--- config.mk ---
export PLATFORM = sky130hd
export DESIGN_NAME = reset_pulse_gen
export DESIGN_NICKNAME = d
export VERILOG_FILES = /design/src/rtl/rpg_pkg.sv /design/src/rtl/reset_pulse_gen.sv
export SDC_FILE = /design/constraint.sdc
export NUM_CORES = 1
export LEC_CHECK = 0
export CAP_MARGIN = 30
export CORE_AREA = 10 10 56 58
export CTS_CLUSTER_SIZE = 28
export DETAILED_ROUTE_END_ITERATION = 8
export DIE_AREA = 0 0 66 68
export PLACE_DENSITY_LB_ADDON = 0.3
export SETUP_SLACK_MARGIN = 0.1
export SLEW_MARGIN = 30
export SYNTH_ARGS = -nofsm -noshare
export SYNTH_HDL_FRONTEND = slang
export SYNTH_SLANG_ARGS = --single-unit
--- constraint.sdc ---
create_clock -name clk -period 2.85 [get_ports clk]
set_input_delay 0.57 -clock clk [delete_from_list [all_inputs] [get_ports clk]]
set_output_delay 0.57 -clock clk [all_outputs]
set_load 0.02 [all_outputs]
--- src/rtl/rpg_pkg.sv ---
// Package for reset_pulse_gen: FSM state encoding and phase-counter width helper.
package rpg_pkg;

  typedef enum logic [1:0] {
    IDLE     = 2'd0,
    ASSERT   = 2'd1,
    RELEASE  = 2'd2,
    COOLDOWN = 2'd3
  } rpg_state_t;

  function automatic int unsigned max3(input int unsigned a, input int unsigned b,
                                       input int unsigned c);
    int unsigned m;
    m = a;
    if (b > m) m = b;
    if (c > m) m = c;
    return m;
  endfunction

  // One phase counter is shared by ASSERT, RELEASE (timeout) and COOLDOWN,
  // so it must hold the largest terminal count of the three.
  function automatic int unsigned cnt_width(input int unsigned min_low,
                                            input int unsigned recover,
                                            input int unsigned timeout);
    return $clog2(max3(min_low, recover, timeout) + 1);
  endfunction

endpackage

--- src/rtl/reset_pulse_gen.sv ---
// reset_pulse_gen: issues a fixed-width active-low reset pulse to a downstream
// reset_sync after own reset and on each request, and waits for the sync's valid.
// Optional feature macro: RPG_TIMEOUT_EN (RELEASE timeout with sticky err and retry).
module reset_pulse_gen
  import rpg_pkg::*;
#(
  parameter int unsigned MIN_LOW = 4,
  parameter int unsigned RECOVER = 2,
  parameter int unsigned TIMEOUT = 16,
  parameter int unsigned CNT_W   = 8
) (
  input  logic             clk,
  input  logic             rst,
  input  logic             req,
  input  logic             valid_in,
  output logic             rst_n_out,
  output logic             busy,
  output logic             done,
  output logic             err,
  output logic [CNT_W-1:0] pulse_cnt
);

  localparam int unsigned   CW       = cnt_width(MIN_LOW, RECOVER, TIMEOUT);
  localparam logic [CW-1:0] LOW_LAST = CW'(MIN_LOW - 1);
  localparam logic [CW-1:0] REC_LAST = (RECOVER == 0) ? '0 : CW'(RECOVER - 1);
`ifdef RPG_TIMEOUT_EN
  localparam logic [CW-1:0] TO_LAST  = CW'(TIMEOUT - 1);
`endif

  rpg_state_t       state_q, state_d;
  logic [CW-1:0]    cnt_q, cnt_d;
  logic             pending_q, pending_d;
  logic [CNT_W-1:0] pulse_q, pulse_d;
  logic             done_q, done_d;
  logic             rst_n_q;
  logic             busy_q;
`ifdef RPG_TIMEOUT_EN
  logic             err_q, err_d;
`endif

  // Next-state, phase counter, pending request, pulse count and done/err strobes.
  always_comb begin
    state_d   = state_q;
    cnt_d     = cnt_q;
    pending_d = pending_q;
    pulse_d   = pulse_q;
    done_d    = 1'b0;
`ifdef RPG_TIMEOUT_EN
    err_d     = err_q;
`endif
    case (state_q)
      IDLE: begin
        if (req || pending_q) begin
          state_d   = ASSERT;
          cnt_d     = '0;
          pending_d = 1'b0;
          if (pulse_q != '1) pulse_d = pulse_q + CNT_W'(1);
        end
      end
      ASSERT: begin
        // Requests are ignored here: the pulse is never extended or restarted.
        if (cnt_q == LOW_LAST) begin
          state_d = RELEASE;
          cnt_d   = '0;
        end else begin
          cnt_d = cnt_q + CW'(1);
        end
      end
      RELEASE: begin
        if (req) pending_d = 1'b1;
        if (valid_in) begin
          done_d  = 1'b1;
          cnt_d   = '0;
          state_d = (RECOVER == 0) ? IDLE : COOLDOWN;
        end
`ifdef RPG_TIMEOUT_EN
        else if (cnt_q == TO_LAST) begin
          // Retry pulse after a missing valid; not counted as a served request.
          err_d   = 1'b1;
          cnt_d   = '0;
          state_d = ASSERT;
        end else begin
          cnt_d = cnt_q + CW'(1);
        end
`endif
      end
      COOLDOWN: begin
        if (req) pending_d = 1'b1;
        if (cnt_q == REC_LAST) begin
          state_d = IDLE;
          cnt_d   = '0;
        end else begin
          cnt_d = cnt_q + CW'(1);
        end
      end
      default: begin
        state_d = ASSERT;
        cnt_d   = '0;
      end
    endcase
  end

  // State and registered outputs; outputs are derived from the next state so they align with it.
  always_ff @(posedge clk) begin
    if (rst) begin
      state_q   <= ASSERT;
      cnt_q     <= '0;
      pending_q <= 1'b0;
      pulse_q   <= '0;
      done_q    <= 1'b0;
      rst_n_q   <= 1'b0;
      busy_q    <= 1'b1;
`ifdef RPG_TIMEOUT_EN
      err_q     <= 1'b0;
`endif
    end else begin
      state_q   <= state_d;
      cnt_q     <= cnt_d;
      pending_q <= pending_d;
      pulse_q   <= pulse_d;
      done_q    <= done_d;
      rst_n_q   <= (state_d != ASSERT);
      busy_q    <= (state_d != IDLE);
`ifdef RPG_TIMEOUT_EN
      err_q     <= err_d;
`endif
    end
  end

  assign rst_n_out = rst_n_q;
  assign busy      = busy_q;
  assign done      = done_q;
  assign pulse_cnt = pulse_q;
`ifdef RPG_TIMEOUT_EN
  assign err       = err_q;
`else
  assign err       = 1'b0;
`endif

endmodule

# After elaboration in Yosys (flattened, before gate mapping)
# Index checks and enable logic that the tools add are counted.
[op_classes]
n_bitwise = 1
n_reduce_logical = 9
eq_ne = 10
mux = 14
add_sub_neg = 2
[op_table]
columns = ["cell", "n"]
rows = [
  ["5-bit two-way mux", 4],
  ["5-bit case mux with 4 select lines", 1],
  ["8-bit by 1-bit adder with 8-bit output (second input constant)", 1],
  ["2-bit two-way mux", 4],
  ["8-bit inequality test (second input constant)", 1],
  ["2-bit case mux with 4 select lines", 1],
  ["3-bit AND reduction", 2],
  ["5-bit by 1-bit adder with 5-bit output (second input constant)", 1],
  ["5-bit by 1-bit == test with 1-bit output (second input constant)", 1],
  ["5-bit by 2-bit == test with 1-bit output (second input constant)", 1],
  ["2-bit == test (second input constant)", 2],
  ["2-bit by 1-bit inequality test with 1-bit output (second input constant)", 2],
  ["2-bit inequality test (second input constant)", 2],
  ["2-bit nonzero test", 2],
  ["2-bit OR reduction", 2],
  ["1-bit two-way mux", 3],
  ["2-bit by 1-bit == test with 1-bit output (second input constant)", 1],
  ["2-bit logical NOT", 1],
  ["1-bit case mux with 2 select lines", 1],
  ["2-bit AND reduction", 1],
  ["1-bit logical OR", 1],
  ["1-bit inverter", 1],
]
[word_totals]
in_bits = 4
out_inout_bits = 12
wordCells = 43
register_bits = 19

# Longest topological paths before layout
# Gate-level depths: netlist of run 1.
[depth]
depth_word = 4
depth_mapped = 7
ltp_nobuf = 7

# Worst setup path after synthesis of run 1
# Ideal clock, no wire load.
[synth_path]
path_kind = "register -> register"
start = "register pulse_q[0] (netlist: pulse_cnt[0])"
end = "register pulse_q[1] (netlist: pulse_cnt[1])"
stages_incl_launch_ff = 7
path_buffers = 1
slack_ns = 1.336
synth_period_minus_slack_ns = 1.514
t_required_ns = 2.722
setup_time_ns = 0.128
arrival_ns = 1.386
cell_sequence = "dfxtp_1 -> ha_1 -> nand3_1 -> o221ai_2 -> buf_6 -> mux2i_1 -> nor2_1"
[synth_between]
elab_chain_cells = 2
elab_cells_between_ends = 3
cone_classes = "add/sub: 1; eq/ne: 1; reduce/logical: 1"
[synth_rtl]
columns = ["element", "line_no", "rtl"]
rows = [
  ["start, declared", "reset_pulse_gen.sv:33", "logic [CNT_W-1:0] pulse_q, pulse_d;"],
  ["start signal, assigned", "reset_pulse_gen.sv:120", "pulse_q <= pulse_d;"],
  ["branches (longest 2 deep; another with 8-bit by 1-bit adder with 8-bit output)", "n/a", ""],
]
# Parallel ways; which one is timed is not known.
# A chain may end at the register's enable or synchronous reset.

# Worst setup path in the final report of run 1
[layout_path]
start = "register pulse_q[2] (netlist: pulse_cnt[2])"
end = "output port pulse_cnt[2]"
[layout_rtl]
columns = ["element", "line_no", "rtl"]
rows = [
  ["end, declared", "reset_pulse_gen.sv:20", "output logic [CNT_W-1:0] pulse_cnt"],
]
# No word-level cell between the ends.

==> results by stage, run 1 <==
STA:
- The setup TNS after final layout is 0 ns.
- The final count of hold timing violations is 0.
- The worst path in the final design needs a cycle of 1.98 ns, including I/O delays and setup.
- Setup repair after global routing left no endpoint under its margin.
- The top achievable clock speed is 505 MHz.
- Headroom to the max-slew limit came out at 60.6%.
- Between clock sinks in the finished design, the worst skew comes to 0.00147 ns.
- The total setup violations reported at the end of the flow is 0.
- The transition at the pin with the smallest max-transition slack is 0.590 ns.
- The post-route fraction of the period consumed by the critical path is 69.5%.
- The number of pins exceeding their max-slew limit in the final report is 0.
- The final critical-path setup slack is 0.870 ns.

Pwr:
- VDD sags by at most 0.349 mV.
- The switching share of power is 31.7%.
- Per report_power, the combinational group accounts for 23.6% of the total.
- The internal power of the cells totals 0.424 mW.
- The share of power burned in the clock network is 21.6%.
- The power density over the cells is 583 mW/mm².
- Of the total power, registers draw 54.8%.
- The leakage power figure is 0.349 nW.
- The analysis attributes to net switching a power of 0.197 mW.

Clock tree:
- No sink is reached through more buffers than the 2 on the longest clock path.
- The total clock buffers created by CTS is 3.
- The quantity of gates resized following cts is 0.
- TritonCTS built the clock tree.
- The number of sinks handled by clock tree synthesis is 19.
- In this run the post-CTS setup repair buffer count came out at 0.
- The clock transition at the register clock pins on the worst setup and hold paths after CTS is 0.10 ns.
- The buffer type at the clock tree root is sky130_fd_sc_hd__clkbuf_4.
- The CTS H-tree depth is 1.
- The clock latency at the later pin of the worst-skew pair is 0.29 ns.
- The number of hold buffers added after CTS was 0.

Critical path:
- STA classifies the critical path endpoint as an output pin.
- The critical path startpoint is pulse_cnt[2].
- Counting both buffers and inverters, the worst setup path holds a total of 1.
- Walking the worst path, the cells encountered are clkdlybuf4s50_1.
- For the worst flop-to-flop path, the logic depth is 5.
- The highest fanout seen on the critical path is 7.
- The slowest stage of the critical path is the sky130_fd_sc_hd__clkdlybuf4s50_1 cell.
- The top cell family by delay on the critical path is buffers and inverters.
- The setup slack of the worst register-to-register path is 1.18 ns.
- The critical path is of the reg2out type.
- The destination of the worst register-to-register timing path is pulse_cnt[5].
- The startpoint identified for the worst register-to-register timing path is pulse_cnt[0].
- The data arrival time of the worst path is 1.41 ns.
- For this run, the slowest stage of the critical path takes 0.65 ns.
- The critical path data required time is 2.28 ns.
- The kind of launch point of the worst setup path is a flop.

Layout:
- The final design area excluding fillers is 0.00106 mm².
- The layout has 196 filler cells.
- Across the whole layout, storage elements account for 380 µm².
- The number of diodes is 0.
- The area added between synthesis and finish is 17.2%.
- The net count of the finished layout is 116.
- The fraction of layout instances using a drive strength above 1 is 9.26%.
- In the final layout, the multi-input gates occupy 470 µm².
- Cells fill 50.5% of the core in the end.

Route:
- The number of iterations in the first detailed-routing pass is 4.
- The remaining number of nets flagged by the antenna check after routing is 0.
- For this block, the initial DRC count from the detailed router was 19.
- The average wire length per cell after detail routing is 12.4 µm.
- Using the TritonRoute via totals, the vias-per-cell ratio works out to 5.35.
- The total via count after detailed routing is 728.
- After detailed routing, the number of remaining DRC violations is 0.
- Summed over all layers, the routed wires come to 1.68 mm.

Yosys:
- Ranked by total cell area, the synthesized netlist is headed by sky130_fd_sc_hd__dfxtp_1, sky130_fd_sc_hd__a21oi_1, sky130_fd_sc_hd__ha_1, sky130_fd_sc_hd__buf_6, sky130_fd_sc_hd__nand3_1.
- In this run, synthesis inferred 0 flip-flops with an integrated enable.
- After synthesis, flip-flops and latches occupy 41.9% of the total area.
- The main flop type after synthesis is sky130_fd_sc_hd__dfxtp_1.
- The cell with the most instances after synthesis is sky130_fd_sc_hd__dfxtp_1.
- The count of synthesis-stage warnings from yosys is 0.
- The share of async-settable or async-resettable flops after synthesis is 0%.
- The largest total area in the synthesized netlist belongs to sky130_fd_sc_hd__dfxtp_1.
- The number of flip-flops and latches in the synthesized netlist is 19.
- A synthesized cell averages 9.55 µm².
- The area fraction of the dominant cell type after synthesis is 41.9%.
- The commonest cells after synthesis are sky130_fd_sc_hd__dfxtp_1, sky130_fd_sc_hd__a21oi_1, sky130_fd_sc_hd__nor2_1.
- After technology mapping, the gate count stands at 95.
- The netlist uses 37 different library cells.
- The synthesized netlist occupies a cell area of 907 µm².
- The synthesized net count is 102.

Die:
- The die outline width is 66 µm.
- After floorplanning, the core was divided into 17 placement rows.
- The y dimension of the die is 68 µm.
- The area of the core is 0.00211 mm².
- For this configuration, the core starts out at a cell density of 43.1%.
- During I/O placement, the number of pins put on the boundary was 16.
- The die area is 0.00449 mm².

Global route:
- The first global-routing pass estimated 2.86 mm of wire.
- Entering global routing, the biggest net connects 16 pins.
- The number of antenna violations at the first check in global routing came to 0.
- The total congestion overflow is 0.
- Global routing consumed, over all layers together, 8.09% of the routing resources.
- The via count of the first global-routing pass is 681.

Place:
- The congestion estimate from routability-driven global placement came to 0.781.
- The worst slack at placement is 0.752 ns.
- The detailed placement HPWL is 1.23 mm.
- The number of port buffers is 14.
- After detailed placement, the total cell area comes to 0.00104 mm².

Outcome:
- The flow ran to the end, and the final reports show no timing, DRC or antenna violations.

Worst hold path:
- The worst hold path startpoint is pulse_cnt[6].
- The class of the most critical hold timing path is reg2reg.
- The worst hold path passes through 2 cells.
- The worst hold path terminates at pulse_cnt[6].

Run:
- The max-cap check violation count is 0.
-- final cells by class --
cell class	instances	area share, %
multi-input combinational	68	44.2
tap	28	3.29
timing repair buffer	14	13.2
clock buffer	4	2.47
sequential	19	35.8
inverter	3	1.06
-- routing by layer --
metal  part of all wire [%]  global-route usage (%)
met1                     44                    9.09
met2                     48                    13.0
met3                    5.2                    2.45
met4                    1.8                    5.50
met5                      0                       0
-- how the worst max path moves through the flow --
stage / to / cells past startpoint
after global routing: pulse_cnt[3] / 1
after detailed placement: pulse_cnt[5] / 4
final: pulse_cnt[2] / 1
after global placement: pulse_cnt[6] / 4
after CTS: pulse_cnt[3] / 1
after floorplan: pulse_cnt[1] / 6
-- worst register-to-register path, stage by stage (launching register included) --
cell,delay [ns]
sky130_fd_sc_hd__dfxtp_1,0.36
sky130_fd_sc_hd__ha_1,0.25
sky130_fd_sc_hd__nand3_1,0.11
sky130_fd_sc_hd__o221ai_2,0.25
sky130_fd_sc_hd__or4_1,0.48
sky130_fd_sc_hd__a21oi_1,0.15
-- placed cells by master, fill, tap and decap left out, types with 2 or more instances in the layout --
cell | netlist | routed
sky130_fd_sc_hd__mux2i_1 | 2 | 2
sky130_fd_sc_hd__o31ai_1 | 3 | 3
sky130_fd_sc_hd__nand3_1 | 6 | 6
sky130_fd_sc_hd__o21ai_1 | 2 | 2
sky130_fd_sc_hd__nor2_1 | 7 | 7
sky130_fd_sc_hd__dfxtp_1 | 19 | 19
sky130_fd_sc_hd__ha_1 | 3 | 3
sky130_fd_sc_hd__o21ai_0 | 3 | 3
sky130_fd_sc_hd__nand2_1 | 5 | 5
sky130_fd_sc_hd__nor3_1 | 2 | 2
sky130_fd_sc_hd__clkdlybuf4s50_1 | 0 | 14
sky130_fd_sc_hd__or4_1 | 3 | 3
sky130_fd_sc_hd__xnor2_1 | 3 | 3
sky130_fd_sc_hd__or3_1 | 3 | 3
sky130_fd_sc_hd__clkbuf_4 | 0 | 3
sky130_fd_sc_hd__a21oi_1 | 8 | 8
sky130_fd_sc_hd__inv_1 | 2 | 2
-- state kept, by name, summed over array words and instances (netlist names) --
register	cells
busy	1
pulse_cnt	8
rst_n_out	1
pending_q	1
cnt_q	5
state_q	2
done	1
-- cell families (layout without fill, tap and decap cells) --
family          after synthesis  after routing  share of synthesized area [%]
fa+ha+maj                     3              3                           4.14
compound gates               24             24                           18.2
xor+xnor                      4              4                           3.86
mux                           2              2                           2.21
flops                        19             19                           41.9
other cells                   1              1                          0.413
buf+inv                       8             21                           6.21
simple gates                 34             34                           23.0
-- metrics by stage --
stage	total power [mW]	hold slack, ns	std cells
after CTS	0.628	0.504	136
after global routing	0.659	0.528	136
after floorplan	0.463	0.489	95
final	0.621	0.505	136
after detailed placement	0.493	0.487	132
after global placement	0.492	0.475	132
-- power by group through the flow --
stage / clock, mW / sequential, mW / combinational (mW)
after global routing: 0.146 / 0.350 / 0.163
after CTS: 0.139 / 0.341 / 0.149
final: 0.134 / 0.340 / 0.146
after global placement: 0 / 0.346 / 0.146
after detailed placement: 0 / 0.347 / 0.147
after floorplan: 0 / 0.339 / 0.124
No activity file was read; power rests on OpenSTA's default activity.
==> run 2: changes to the inputs <==
Clock period 2.85 ns to 1.8 ns, I/O delays scaled along.
==> results by stage, run 2 (synthesized netlist as in run 1, its figures left out) <==
Layout:
- The number of diodes is 0.
- The layout net count is 121.
- In the final layout, the multi-input gates occupy 482 µm².
- The register with the most flip-flops in the layout has 8 of them.
- In the final layout, the share of cells above drive strength 1 is 14.2%.
- The final cell count without fillers is 141.
- The final design area excluding fillers is 0.00111 mm².
- The library cell used most frequently in the layout, excluding fill and tap cells, is sky130_fd_sc_hd__dfxtp_1.
- After filler insertion, the fill cell instance count of the layout stands at 196.
- From synthesis to final layout, the design area changed by 22.5%.
- Summing all flip-flop and latch instances after layout gives 380 µm².
- In the layout the commonest cells are sky130_fd_sc_hd__dfxtp_1, sky130_fd_sc_hd__a21oi_1, sky130_fd_sc_hd__nor2_1.

Outcome:
- The flow ran to the end, and the final reports show no timing, DRC or antenna violations.

Die:
- The die covers 0.00449 mm².
- The count of standard-cell rows is 17.
- In this run the vertical extent of the chip is 68 µm.
- Once the floorplan was initialized, standard cells occupied 43.1% of the core.
- During I/O placement, the number of pins put on the boundary was 16.
- From left edge to right edge, the die measures 66 µm.
- The area of the core is 0.00211 mm².

Pwr:
- The internal power of the cells totals 0.674 mW.
- Per report_power, the combinational group accounts for 24.0% of the total.
- The share of power burned in the clock network is 22.0%.
- The power density over the cells is 903 mW/mm².
- The leakage power figure is 0.444 nW.
- Per report_power, the sequential group accounts for 54.0% of the total.
- The switching share of power is 32.9%.
- The analysis attributes to net switching a power of 0.330 mW.
- The worst-case IR drop observed on VDD is 0.597 mV.

Clock tree:
- Clock tree synthesis found a total of 19 sinks.
- For the worst-skew pair, the clock arrives at the later sink with an insertion delay of 0.30 ns.
- TritonCTS built the clock tree.
- The clock transition at the register clock pins on the worst setup and hold paths after CTS is 0.11 ns.
- The buffer type at the clock tree root is sky130_fd_sc_hd__clkbuf_4.
- After clock tree synthesis, the flow added hold-fix buffers numbering 0.
- The maximum clock path buffer count is 2.
- In this run the number of H-tree levels came out at 1.
- The total clock buffers created by CTS is 3.

Global route:
- The number of antenna violations at the first check in global routing was 0.
- In the global route stage, overall resource usage came out at 8.73%.
- The via count of the first global-routing pass is 660.
- The global-route wire length before repair is 3.05 mm.
- Entering global routing, the biggest net connects 14 pins.
- The total congestion overflow is 0.

STA:
- On the final layout, the worst clock skew is 0.00341 ns.
- The top achievable clock speed is 629 MHz.
- The number of pins exceeding their max-slew limit in the final report was 0.
- The smallest clock period supported by the final layout is computed as 1.59 ns.
- In the final timing run, aggregate negative setup slack is 0 ns.
- The post-route fraction of the period consumed by the critical path is 88.3%.
- Setup repair after global routing left no endpoint under its margin.
- The final count of hold timing violations is 0.
- The total setup violations reported at the end of the flow is 0.
- Measured against its own limit, the worst slew margin works out to 66.7%.
- The final hold slack is 0.506 ns.
- The transition at the pin with the smallest max-transition slack is 0.499 ns.

Critical path:
- The cell at the slowest stage of the critical path is sky130_fd_sc_hd__clkdlybuf4s50_1.
- The largest single stage delay on the critical path is 0.61 ns.
- In this run the worst path has a maximum fanout of 1.
- The critical path goes through clkdlybuf4s50_1.
- The kind of launch point of the worst setup path is a flop.
- In this design, the largest share of critical-path delay is due to buffers and inverters.
- For the worst setup path, the data required time is 1.44 ns.
- The setup slack of the worst register-to-register path is 0.24 ns.
- Counting both buffers and inverters, the worst setup path holds a total of 1.
- STA classifies the critical path endpoint as an output pin.
- The critical path class is reg2out.
- The data arrival time of the worst path is 1.23 ns.

Route:
- The total via count after detailed routing is 738.
- The remaining number of nets flagged by the antenna check after routing is 0.
- The average wire length per cell after detail routing is 13.1 µm.
- For this block, the routed nets add up to 1.84 mm of wire.
- The via count normalized by instance count is 5.23.
- In the routed design, unresolved DRC markers number 0.
- The detailed router finished its first iteration with 13 violations.
- The first TritonRoute pass finished after 4 iterations.

Place:
- In this run, placement finished with an instance count of 137.
- The post-place instance area is 0.00107 mm².
- The count of buffers added on input and output ports is 14.
- The wire-length estimate of the detail-placed layout is 1.40 mm.
- Routability-driven placement finished with a final weighted congestion of 0.746.

Run:
- The tool flagged a number of max-cap violations equal to 0.

Worst hold path:
- The min-delay analysis places its worst path in the category reg2reg.
-- run 2: cell types whose count changed in the layout (fill, tap and decap cells not counted), sizes merged --
cell	delta
buf	+5
clkbuf	-1
clkdlybuf4s50	-8
clkinv	+1
dlygate4sd2	+6
dlymetal6s2s	+2
-- run 2: metrics by stage --
stage / worst slack (ns) / power, mW / util (%)
floorplan: 0.286 / 0.733 / -
global placement: 0.0585 / 0.786 / 51.0
detailed placement: 0.0320 / 0.792 / 51.0
CTS: 0.108 / 1.01 / 52.0
global route: 0.127 / 1.07 / 52.8
finish: 0.211 / 1.00 / 52.8
-- run 2: final cells by class --
type	instances	area share, %
timing repair buffer	19	15.8
tap	28	3.15
clock inverter	1	0.450
sequential	19	34.2
inverter	3	1.01
clock buffer	3	2.03
multi-input combinational	68	43.4
-- run 2: worst register-to-register path: stages, from the launching register on --
cell                       delay, ns
sky130_fd_sc_hd__dfxtp_1        0.36
sky130_fd_sc_hd__ha_1           0.23
sky130_fd_sc_hd__nand3_1        0.14
sky130_fd_sc_hd__o221ai_4       0.19
sky130_fd_sc_hd__or4_1          0.44
sky130_fd_sc_hd__a21oi_1        0.14
-- run 2: final timing paths --
kind                              startpoint            to  depth (start not counted)
worst max-delay path                    busy          busy                          1
worst min register to register  pulse_cnt[6]  pulse_cnt[6]                          2
worst min-delay path            pulse_cnt[6]  pulse_cnt[6]                          2
worst max register to register  pulse_cnt[0]  pulse_cnt[6]                          5
-- run 2: power by group through the flow --
stage          registers [mW]  logic, mW  clock network (mW)
3_5_place_dp            0.551      0.241                   0
2_1_floorplan           0.537      0.196                   0
6_report                0.542      0.241               0.221
4_1_cts                 0.541      0.241               0.232
3_3_place_gp            0.548      0.238                   0
5_1_grt                 0.554      0.267               0.253
-- run 2: metal layers --
layer / part of all wire (%) / wire (µm) / vias up / global-route usage (%)
li1: - / - / 382 / -
met1: 45 / 820 / 334 / 10.3
met2: 49 / 895 / 18 / 13.4
met3: 4.3 / 79 / 4 / 2.45
met4: 2.5 / 46 / 0 / 6.28
met5: 0 / 0 / - / 0
-- run 2: what timing repair did --
item	4_1_cts	5_1_grt
gates resized for setup	6	3
buffers inserted	0	0
endpoints found under the hold margin	0	0
cloned	0	0
setup endpoints to repair	6	6
==> run 3: changes to the inputs <==
Settings changed: SLEW_MARGIN 30 to 20.
==> results of run 3 <==
Same layout as run 2: the final DEF is identical, and so are final timing and power.
